<file path="config.mk">
export PLATFORM = sky130hd
export DESIGN_NAME = cdb_reservation_station
export DESIGN_NICKNAME = d
export VERILOG_FILES = /design/src/rtl/cdb_reservation_station.sv
export SDC_FILE = /design/constraint.sdc
export NUM_CORES = 1
export LEC_CHECK = 0
export ABC_AREA = 0
export CAP_MARGIN = 20
export CORE_UTILIZATION = 25
export DETAILED_ROUTE_END_ITERATION = 8
export GPL_ROUTABILITY_DRIVEN = 0
export SLEW_MARGIN = 20
export SYNTH_ARGS = -nofsm -noshare
export SYNTH_HDL_FRONTEND = slang
export SYNTH_SLANG_ARGS = --single-unit
export TNS_END_PERCENT = 30
</file>
<file path="constraint.sdc">
create_clock -name CLK -period 4.5 [get_ports CLK]
set_input_delay 0.675 -clock CLK [delete_from_list [all_inputs] [get_ports CLK]]
set_output_delay 0.675 -clock CLK [all_outputs]
set_load 0.03 [all_outputs]
</file>
<file path="src/rtl/cdb_reservation_station.sv">
// Reservation station: holds dispatched ops until both operands arrive over the CDB,
// then presents the lowest-index ready entry to a functional unit under valid/ready.
module cdb_reservation_station #(
  parameter int DEPTH = 4,
  parameter int TAG_W = 4,
  parameter int OP_W  = 4
) (
  input  logic              CLK,
  input  logic              RST_N,
  input  logic              FLUSH,
  input  logic              DISP_VALID,
  output logic              DISP_READY,
  input  logic [OP_W-1:0]   DISP_OP,
  input  logic [TAG_W-1:0]  DISP_DEST_TAG,
  input  logic [TAG_W-1:0]  DISP_QJ,
  input  logic [TAG_W-1:0]  DISP_QK,
  input  logic [31:0]       DISP_VJ,
  input  logic [31:0]       DISP_VK,
  input  logic [TAG_W+31:0] CDB_IN,
  output logic              ISSUE_VALID,
  input  logic              ISSUE_READY,
  output logic [OP_W-1:0]   ISSUE_OP,
  output logic [TAG_W-1:0]  ISSUE_DEST_TAG,
  output logic [31:0]       ISSUE_VJ,
  output logic [31:0]       ISSUE_VK,
  output logic [2:0]        COUNT
);
  localparam int IDX_W = (DEPTH > 1) ? $clog2(DEPTH) : 1;

  // Handshakes: dispatch fires on DISP_VALID && DISP_READY && !FLUSH;
  // issue fires on ISSUE_VALID && ISSUE_READY. A stalled presentation locks its entry.
  logic [DEPTH-1:0] busy_q, busy_d;
  logic [OP_W-1:0]  op_q[DEPTH], op_d[DEPTH];
  logic [TAG_W-1:0] dest_q[DEPTH], dest_d[DEPTH];
  logic [TAG_W-1:0] qj_q[DEPTH], qj_d[DEPTH];
  logic [TAG_W-1:0] qk_q[DEPTH], qk_d[DEPTH];
  logic [31:0]      vj_q[DEPTH], vj_d[DEPTH];
  logic [31:0]      vk_q[DEPTH], vk_d[DEPTH];
  logic             lock_q, lock_d;
  logic [IDX_W-1:0] lock_idx_q, lock_idx_d;
  logic [2:0]       count_q, count_d;

  logic [TAG_W-1:0] cdb_tag;
  logic [31:0]      cdb_data;
  logic             cdb_hit;
  logic [DEPTH-1:0] ready;
  logic             free_found, ready_found;
  logic [IDX_W-1:0] free_idx, ready_idx, sel_idx;
  logic             disp_fire, issue_fire;

  assign cdb_tag  = CDB_IN[TAG_W+31:32];
  assign cdb_data = CDB_IN[31:0];
  assign cdb_hit  = (cdb_tag != '0);

  always_comb begin
    ready       = '0;
    free_found  = 1'b0;
    free_idx    = '0;
    ready_found = 1'b0;
    ready_idx   = '0;
    for (int i = 0; i < DEPTH; i++) begin
      ready[i] = busy_q[i] && (qj_q[i] == '0) && (qk_q[i] == '0);
      if (!busy_q[i] && !free_found) begin
        free_found = 1'b1;
        free_idx   = IDX_W'(i);
      end
      if (ready[i] && !ready_found) begin
        ready_found = 1'b1;
        ready_idx   = IDX_W'(i);
      end
    end
    sel_idx = lock_q ? lock_idx_q : ready_idx;
  end

  // Selection looks only at registered state, so a CDB capture issues one cycle later.
  assign DISP_READY     = free_found;
  assign ISSUE_VALID    = lock_q || ready_found;
  assign disp_fire      = DISP_VALID && free_found && !FLUSH;
  assign issue_fire     = ISSUE_VALID && ISSUE_READY && !FLUSH;
  assign ISSUE_OP       = ISSUE_VALID ? op_q[sel_idx]   : '0;
  assign ISSUE_DEST_TAG = ISSUE_VALID ? dest_q[sel_idx] : '0;
  assign ISSUE_VJ       = ISSUE_VALID ? vj_q[sel_idx]   : '0;
  assign ISSUE_VK       = ISSUE_VALID ? vk_q[sel_idx]   : '0;
  assign COUNT          = count_q;

  always_comb begin
    busy_d     = busy_q;
    op_d       = op_q;
    dest_d     = dest_q;
    qj_d       = qj_q;
    qk_d       = qk_q;
    vj_d       = vj_q;
    vk_d       = vk_q;
    lock_d     = lock_q;
    lock_idx_d = lock_idx_q;
    count_d    = '0;
    if (FLUSH) begin
      busy_d = '0;
      lock_d = 1'b0;
    end else begin
      for (int i = 0; i < DEPTH; i++) begin
        if (busy_q[i] && cdb_hit) begin
          if (qj_q[i] == cdb_tag) begin
            qj_d[i] = '0;
            vj_d[i] = cdb_data;
          end
          if (qk_q[i] == cdb_tag) begin
            qk_d[i] = '0;
            vk_d[i] = cdb_data;
          end
        end
      end
      if (issue_fire) busy_d[sel_idx] = 1'b0;
      lock_d     = ISSUE_VALID && !ISSUE_READY;
      lock_idx_d = sel_idx;
      // The free slot is never the issuing slot, so dispatch and issue cannot collide.
      if (disp_fire) begin
        busy_d[free_idx] = 1'b1;
        op_d[free_idx]   = DISP_OP;
        dest_d[free_idx] = DISP_DEST_TAG;
        if (cdb_hit && (DISP_QJ == cdb_tag)) begin
          qj_d[free_idx] = '0;
          vj_d[free_idx] = cdb_data;
        end else begin
          qj_d[free_idx] = DISP_QJ;
          vj_d[free_idx] = DISP_VJ;
        end
        if (cdb_hit && (DISP_QK == cdb_tag)) begin
          qk_d[free_idx] = '0;
          vk_d[free_idx] = cdb_data;
        end else begin
          qk_d[free_idx] = DISP_QK;
          vk_d[free_idx] = DISP_VK;
        end
      end
    end
    for (int i = 0; i < DEPTH; i++) count_d = count_d + {2'b00, busy_d[i]};
  end

  always_ff @(posedge CLK or negedge RST_N) begin
    if (!RST_N) begin
      busy_q     <= '0;
      lock_q     <= 1'b0;
      lock_idx_q <= '0;
      count_q    <= '0;
      for (int i = 0; i < DEPTH; i++) begin
        op_q[i]   <= '0;
        dest_q[i] <= '0;
        qj_q[i]   <= '0;
        qk_q[i]   <= '0;
        vj_q[i]   <= '0;
        vk_q[i]   <= '0;
      end
    end else begin
      busy_q     <= busy_d;
      lock_q     <= lock_d;
      lock_idx_q <= lock_idx_d;
      count_q    <= count_d;
      for (int i = 0; i < DEPTH; i++) begin
        op_q[i]   <= op_d[i];
        dest_q[i] <= dest_d[i];
        qj_q[i]   <= qj_d[i];
        qk_q[i]   <= qk_d[i];
        vj_q[i]   <= vj_d[i];
        vk_q[i]   <= vk_d[i];
      end
    end
  end
endmodule

</file>
==> results.cfg, run 1 <==
[outcome]
status = completed

[worst_setup_path]
r2r-start = qj_q[6]
cp_slowest_cell = clkdlybuf4s50_1
r2r-end = COUNT[1]
critPathTopFamily = buffers and inverters
critical-path-max-stage-delay_ps = 730
end_kind = output pin
cpMostUsedCell = buf_12
r2r_slack_ps = 1290
ff2ff_path_depth = 10
cp.buffers_inverters = 3
required_ps = 3830
start_kind = register
cp.arrival_ps = 3650
critical_path_class = register to output pin
crit_chain = nor4_1, and4_1, nor2b_1, o21ai_4, buf_12, buf_12, mux2i_1, o22ai_1, clkdlybuf4s50_1
cp_max_fo = 32

[floorplan]
die_w_um = 284
rows = 103
ios = 198
coreArea_um2 = 78900
dieArea_um2 = 80800
fp.dieH_um = 284
floorplan.initialDensity_pct = 25.2

[global_route]
grt_pass1_vias = 18400
overflow = 0
grtUsageTotal_pct = 18.9
antenna_found_initial = 10
grt_start_max_net_pins = 94
grt_pass1_wl_um = 118000

[detailed_routing]
wire_per_inst_um = 23.1
drc_errors = 0
drt_iter0_drc = 1307
routed_wl_um = 77300
viasPerCell = 5.37
firstDrtPassIters = 5
ant_nets = 0
num_vias = 18000

[power]
comb_power_share_pct = 22.1
p_leak_nw = 9.64
pwr-share-clk_pct = 35.0
intPower_mw = 6.91
power_density_nw_per_um2 = 416
seqPwrFrac_pct = 43.0
sw_frac_of_total_pct = 31.8
switchingPower_mw = 3.22
ir_drop_mv = 0.248

[layout]
layout-drive-gt1-share_pct = 10.6
syn2layout_area_growth_pct = 22.5
multi_input_area_um2 = 10500
nets = 2393
num-fill-cells = 8260
stdcell_area_um2 = 24400
seqCellArea_um2 = 8260

[cts]
clk_latency_ps = 580
clk_pin_slew_ps = 60
cts_root_buf = clkbuf_16
cts_setup_buffers = 0
htreeDepth = 2
cts-buffers-inserted = 44
ctsResizeCount = 0
cts_tree = built
clkSinkCount = 330
holdBufCountCts = 0
clk_path_buf_depth = 3

[synth]
synthTopCellsByCount = a21oi_1, dfrtp_1, nand2_1, mux2i_1, nor2_1
synth.avg_cell_area_um2 = 9.06
synthFlopType = dfrtp_1
ys_ff_latch = 330
syn_area_um2 = 19900
synth-edff-count = 0
synth_area_leaders = dfrtp_1, mux2i_1, a21oi_1, nand2_1, o2bb2ai_1
ys_warn_count = 0
synthCells = 2197
postSynthNetCount = 2321
synth_cell_types = 59
yosysTopAreaCell = dfrtp_1
synth_top_area_share_pct = 41.5
seq_area_frac_synth_pct = 41.5
synthArstFlopShare_pct = 100
post-synth-top-count-cell = a21oi_1

[sta]
max_slew.worst_pin.slew_ps = 1120
fin_skew_ps = 22.3
finalSetupTns_ps = 0
setup_viol = 0
max_freq_mhz = 231
slew_violations = 0
hold_violations = 0
slew_headroom_pct = 25.3
fin_ws_ps = 171
min_period_ps = 4330
fin_crit_sh_pct = 96.2
rsz0062_at_grt = false

[place]
pre_cts_slack_ps = 777
placed_area_um2 = 22900
dp_hpwl_um = 47900
portBuffers = 197

[worst_hold_path]
hp-class = input port to async pin

[flow_run]
drv_cap = 0
[worst max path at each step]
stage	from	to	slack (ps)	cells after the start
after CTS	busy_q[0]	ISSUE_VK[4]	150	9
after global placement	qj_q[6]	ISSUE_VK[4]	790	9
after detailed placement	busy_q[0]	ISSUE_VK[4]	780	9
final	qj_q[6]	ISSUE_VK[4]	170	9
after global routing	qj_q[6]	ISSUE_VK[4]	60	9
after floorplan	FLUSH	COUNT[1]	1540	10
[per-layer routing]
metal  vias to the layer above  share of wire, %  track usage (%)
met5                         -              0.13                0
met4                        18               2.6             5.66
met3                       156               7.0             4.03
met2                       628                47             30.7
met1                      9033                43             24.9
li1                       8155                 -                -
[placed cells by master, fill, tap and decap left out, types with 15 or more instances in the layout]
| cell type | count |
|---|---|
| a2bb2oi_1 | 96 |
| xor2_1 | 16 |
| buf_12 | 29 |
| buf_4 | 59 |
| a21oi_1 | 353 |
| nor2_1 | 142 |
| clkbuf_16 | 44 |
| nand2_1 | 308 |
| o21ai_0 | 35 |
| xnor2_1 | 20 |
| o22ai_1 | 92 |
| clkbuf_8 | 15 |
| dfrtp_1 | 330 |
| clkdlybuf4s50_1 | 179 |
| a221oi_2 | 30 |
| mux2i_1 | 208 |
| o21ai_1 | 99 |
| o2bb2ai_1 | 128 |
[worst reg2reg max path, stage by stage, from the launching register on]
cell and delay (ps):
dfrtp_1 400, nor4_1 290, and4_1 300, nor2b_1 140, o21ai_4 260, buf_4 310
nand3b_1 100, a31o_2 270, fa_1 450, ha_1 210, ha_1 340
[cells by family after synthesis]
logic type,count (synthesis),synth area share (%)
buf+inv,244,6.47
flops,330,41.5
compound gates,862,28.6
simple gates,504,10.6
fa+ha+maj,3,0.226
xor+xnor,38,1.75
mux,216,10.9
[state kept, by name (all words and copies together), names as in the netlist]
register	cells
lock_idx_q	2
lock_q	1
dest_q	16
qj_q	16
vj_q	128
COUNT	3
op_q	16
busy_q	4
qk_q	16
vk_q	128
[power by group through the flow]
stage / logic (mW) / clock network [mW] / registers (mW)
floorplan: 1.55 / 0 / 4.22
global placement: 2.20 / 0 / 4.37
detailed placement: 2.25 / 0 / 4.39
CTS: 2.25 / 3.63 / 4.34
global route: 2.51 / 3.73 / 4.45
finish: 2.24 / 3.54 / 4.36
[through the flow]
step,instances,power [mW],hold slack [ps],util (%)
2_1_floorplan,2197,5.76,379,-
3_5_place_dp,3273,6.64,461,29.1
3_3_place_gp,3273,6.58,456,29.1
4_1_cts,3351,10.2,182,30.9
6_report,3352,10.1,146,30.9
5_1_grt,3351,10.7,196,30.9
[final cells by class]
| type | count | share of cell area, % |
|---|---|---|
| antenna | 1 | 0.0103 |
| clock buffer | 63 | 5.42 |
| clock inverter | 15 | 0.539 |
| inverter | 1 | 0.0257 |
| multi-input combinational | 1623 | 43.1 |
| sequential | 330 | 33.9 |
| tap | 1050 | 5.39 |
| timing repair buffer | 269 | 11.7 |
No activity file was read; power rests on OpenSTA's default activity.
==> inputs of run 2 (changes only) <==
- clock period: 4.5 -> 4.85 ns (I/O delays scaled with it)
==> run 2 against run 1 <==
Against the previous run:
- clock skew rose by 5.9 ps
- via count fell by 1.1%
- worst hold slack improved by 72 ps
- sequential power fell by 6.4%
- highest routed layer unchanged
==> results.cfg, run 2 (synthesis gave the netlist of run 1 again) <==
[outcome]
status = completed

[floorplan]
dieArea_um2 = 80800
die_w_um = 284
floorplan.initialDensity_pct = 25.2
ios = 198
fp.dieH_um = 284
rows = 103
coreArea_um2 = 78900

[worst_setup_path]
cp_max_fo = 36
r2r_slack_ps = 1140
ff2ff_path_depth = 10
crit_chain = nor3b_1, a31oi_1, nand2_1, o21ai_4, buf_12, buf_12, mux2i_1, o22ai_1, clkdlybuf4s50_1
r2r-end = COUNT[1]
required_ps = 4120
start_kind = register
cpMostUsedCell = buf_12
cp_slowest_cell = clkdlybuf4s50_1
critical_path_class = register to output pin
cp.arrival_ps = 3890
critical-path-max-stage-delay_ps = 730
end_kind = output pin
r2r-start = busy_q[0]

[power]
power_density_nw_per_um2 = 384
ir_drop_mv = 0.214
p_leak_nw = 9.53

[sta]
min_period_ps = 4620
finalSetupTns_ps = 0
rsz0062_at_grt = false
fin_skew_ps = 28.2
max_slew.worst_pin.slew_ps = 1130
slew_violations = 0
setup_viol = 0
max_freq_mhz = 217
hold_slack_ps = 218
slew_headroom_pct = 24.8
fin_crit_sh_pct = 95.2
hold_violations = 0

[cts]
clk_latency_ps = 580
cts_tree = built
htreeDepth = 2
cts_root_buf = clkbuf_16
clk_pin_slew_ps = 60
clk_path_buf_depth = 3
holdBufCountCts = 0
clkSinkCount = 330
cts-buffers-inserted = 41

[layout]
nets = 2386
syn2layout_area_growth_pct = 21.3
layout-drive-gt1-share_pct = 9.50
reg_top3 = vj_q (128), vk_q (128)
final_cell_mix = a21oi_1, dfrtp_1, nand2_1
layout.cells.non_filler = 3347
mostFrequentLayoutCell = a21oi_1

[global_route]
grt_pass1_vias = 18000
grt_pass1_wl_um = 117000
grt_start_max_net_pins = 104
grtUsageTotal_pct = 19.0
overflow = 0
antenna_found_initial = 9

[place]
portBuffers = 197
dp_hpwl_um = 48500
post-place-cells = 3269

[flow_run]
drv_cap = 0

[detailed_routing]
ant_nets = 0
wire_per_inst_um = 23.4
viasPerCell = 5.32
drc_errors = 0
num_vias = 17800
firstDrtPassIters = 5
routed_wl_um = 78500
drt_iter0_drc = 1367

[worst_hold_path]
hp-class = input port to async pin
-- run 2: changes by cell type in the layout (fill, tap and decap cells not counted), moves of 3 or more --
cell,previous run,this run
buf_4,59,50
clkdlybuf4s50_1,179,194
buf_12,29,16
clkbuf_8,15,11
clkbuf_1,4,7
clkbuf_16,44,41
-- run 2: where the power goes --
group	switching, mW	total [mW]	internal (mW)
Combinational	1.16	2.05	0.897
Sequential	0.526	4.08	3.55
Clock	1.32	3.16	1.84
Total	3.00	9.28	6.29
-- run 2: worst max path at each step --
| stage | startpoint | end | slack, ps | depth (start not counted) |
|---|---|---|---|---|
| after detailed placement | busy_q[0] | ISSUE_VJ[18] | 850 | 9 |
| after floorplan | FLUSH | COUNT[1] | 1840 | 10 |
| final | busy_q[0] | ISSUE_VJ[20] | 230 | 9 |
| after global routing | busy_q[0] | ISSUE_VJ[21] | 20 | 9 |
| after CTS | busy_q[0] | ISSUE_VJ[18] | 220 | 9 |
| after global placement | busy_q[0] | ISSUE_VJ[20] | 890 | 9 |
-- run 2: cell type report --
class / count / area, um^2
fill: 8320 / 54700
multi-input combinational: 1623 / 10500
sequential: 330 / 8260
timing repair buffer: 265 / 2710
tap: 1050 / 1310
clock buffer: 59 / 1200
clock inverter: 16 / 165
antenna: 3 / 7.51
inverter: 1 / 6.26
-- run 2: per-stage QoR --
| step | cell area (um^2) | utilization [%] | setup WS [ps] | power, mW |
|---|---|---|---|---|
| finish | 24200 | 30.6 | 235 | 9.28 |
| global route | 24200 | 30.6 | 22.0 | 9.78 |
| CTS | 24100 | 30.6 | 215 | 9.36 |
| detailed placement | 22800 | 28.9 | 850 | 6.15 |
| global placement | 22700 | 28.8 | 889 | 6.11 |
| floorplan | 19900 | - | 1840 | 5.35 |
-- run 2: critical path, delay by kind of cell, from the launching register on --
family | cells | cell delay (ps)
DFF | 1 | 540
AOI/OAI and AO/OA | 3 | 870
muxes | 1 | 110
buffers and inverters | 3 | 1340
and+or+nand+nor | 2 | 450
-- run 2: what timing repair did --
item | CTS | global route
setup buffers | 0 | 0
gates resized for setup | 0 | 1
setup endpoints to repair | 0 | 1
-- run 2: routing by layer --
metal  part of all wire, %  track usage [%]  vias up
met4                   3.1             6.80       12
met3                   6.8             3.81      164
met5                  0.12                0        -
met1                    44             25.3     8797
li1                      -                -     8144
met2                    46             30.3      682
==> inputs of run 3 (changes only) <==
- SETUP_SLACK_MARGIN: default -> 0.3
==> run 3 against run 2 <==
Against the previous run:
- via count about the same
- die area unchanged
- cell count about the same
- global-route usage about the same
- first-iteration DRC count decreased by 0.37%
- register-to-register slack improved by 250 ps
- clock skew increased by 0.79 ps
==> results.cfg, run 3 (synthesis gave the netlist of run 1 again) <==
[outcome]
status = completed

[worst_setup_path]
critical_path_class = register to output pin
crit_chain = nor3b_1, a31oi_2, nand2_1, o21ai_4, buf_12, buf_4, mux2i_1, o22ai_1, clkdlybuf4s50_1
r2r-end = COUNT[1]
required_ps = 4120
ff2ff_path_depth = 10
cp_max_fo = 18
critical-path-max-stage-delay_ps = 690
r2r-start = busy_q[0]
start_kind = register
cp_slowest_cell = clkdlybuf4s50_1
cp.arrival_ps = 3640
end_kind = output pin
r2r_slack_ps = 1390

[cts]
htreeDepth = 2
clk_path_buf_depth = 3
cts-buffers-inserted = 41
cts_tree = built
holdBufCountCts = 0
clk_latency_ps = 580
cts_root_buf = clkbuf_16
clkSinkCount = 330
clk_pin_slew_ps = 60

[place]
dp_hpwl_um = 48500
post-place-cells = 3269
portBuffers = 197

[floorplan]
die_w_um = 284
ios = 198
coreArea_um2 = 78900
rows = 103
dieArea_um2 = 80800
floorplan.initialDensity_pct = 25.2
fp.dieH_um = 284

[sta]
rsz0062_at_grt = false
slew_violations = 0
fin_crit_sh_pct = 90.0
finalSetupTns_ps = 0
setup_viol = 0
max_freq_mhz = 229
fin_skew_ps = 29.0
slew_headroom_pct = 26.0
min_period_ps = 4360
max_slew.worst_pin.slew_ps = 1110
hold_violations = 0

[layout]
layout.cells.non_filler = 3350
seqCellArea_um2 = 8260
final_cell_mix = a21oi_1, dfrtp_1, nand2_1
reg_top3 = vj_q (128), vk_q (128)
layout-drive-gt1-share_pct = 9.63
mostFrequentLayoutCell = a21oi_1
syn2layout_area_growth_pct = 21.5
num-fill-cells = 8319
multi_input_area_um2 = 10500
nets = 2388

[worst_hold_path]
hp-class = input port to async pin

[detailed_routing]
num_vias = 17800
drt_iter0_drc = 1362
ant_nets = 0
firstDrtPassIters = 5
wire_per_inst_um = 23.5
viasPerCell = 5.31
routed_wl_um = 78800
drc_errors = 0

[global_route]
grtUsageTotal_pct = 19.0
overflow = 0
grt_start_max_net_pins = 104
grt_pass1_vias = 18000
grt_pass1_wl_um = 117000
antenna_found_initial = 9

[power]
p_leak_nw = 9.57
power_density_nw_per_um2 = 384
ir_drop_mv = 0.213
power_mw = 9.28

[flow_run]
drv_cap = 0
[run 3: per-layer routing]
| layer | share of wire [%] | vias up | GRT usage (%) | wire, um |
|---|---|---|---|---|
| met5 | 0.12 | - | 0 | 91 |
| met4 | 3.1 | 12 | 6.80 | 2440 |
| met3 | 7.0 | 163 | 3.81 | 5510 |
| met2 | 46 | 689 | 30.3 | 36400 |
| met1 | 44 | 8773 | 25.3 | 34300 |
| li1 | - | 8151 | - | - |
[run 3: how the worst max path moves through the flow]
stage | from | endpoint | slack, ps | depth (start not counted)
6_report | busy_q[0] | ISSUE_VK[11] | 490 | 9
5_1_grt | busy_q[0] | ISSUE_VK[3] | 290 | 9
4_1_cts | busy_q[0] | ISSUE_VK[3] | 250 | 9
3_5_place_dp | busy_q[0] | ISSUE_VJ[18] | 850 | 9
3_3_place_gp | busy_q[0] | ISSUE_VJ[20] | 890 | 9
2_1_floorplan | FLUSH | COUNT[1] | 1840 | 10
[run 3: layout make-up]
type	count	area share, %
antenna	4	0.0414
clock buffer	59	4.97
clock inverter	16	0.683
inverter	1	0.0259
multi-input combinational	1623	43.4
sequential	330	34.1
tap	1050	5.43
timing repair buffer	267	11.3
[run 3: through the flow]
stage          hold slack, ps  setup WS, ps  area, um^2  util (%)
2_1_floorplan             432          1840       19900         -
3_3_place_gp              457           889       22700      28.8
3_5_place_dp              462           850       22800      28.9
4_1_cts                   253           252       24100      30.6
5_1_grt                   275           294       24200      30.7
6_report                  223           486       24200      30.7
[run 3: power breakdown]
group | internal [mW] | total [mW] | switching, mW | leakage, nW
clock network | 1.84 | 3.16 | 1.32 | 0.675
logic | 0.895 | 2.05 | 1.16 | 4.90
registers | 3.55 | 4.07 | 0.522 | 4.00
[run 3: timing repair]
item,4_1_cts,5_1_grt
buffers inserted,0,1
pin swaps,0,1
cloned,0,1
setup endpoints to repair,24,48
resized for setup,6,2
[run 3: critical path: cells and delay by family (launching register included)]
kind	cells	cell delay [ps]
flip-flops	1	540
AND/OR/NAND/NOR	2	420
multiplexers	1	110
buffers and inverters	3	1240
AO/OA/AOI/OAI	3	740
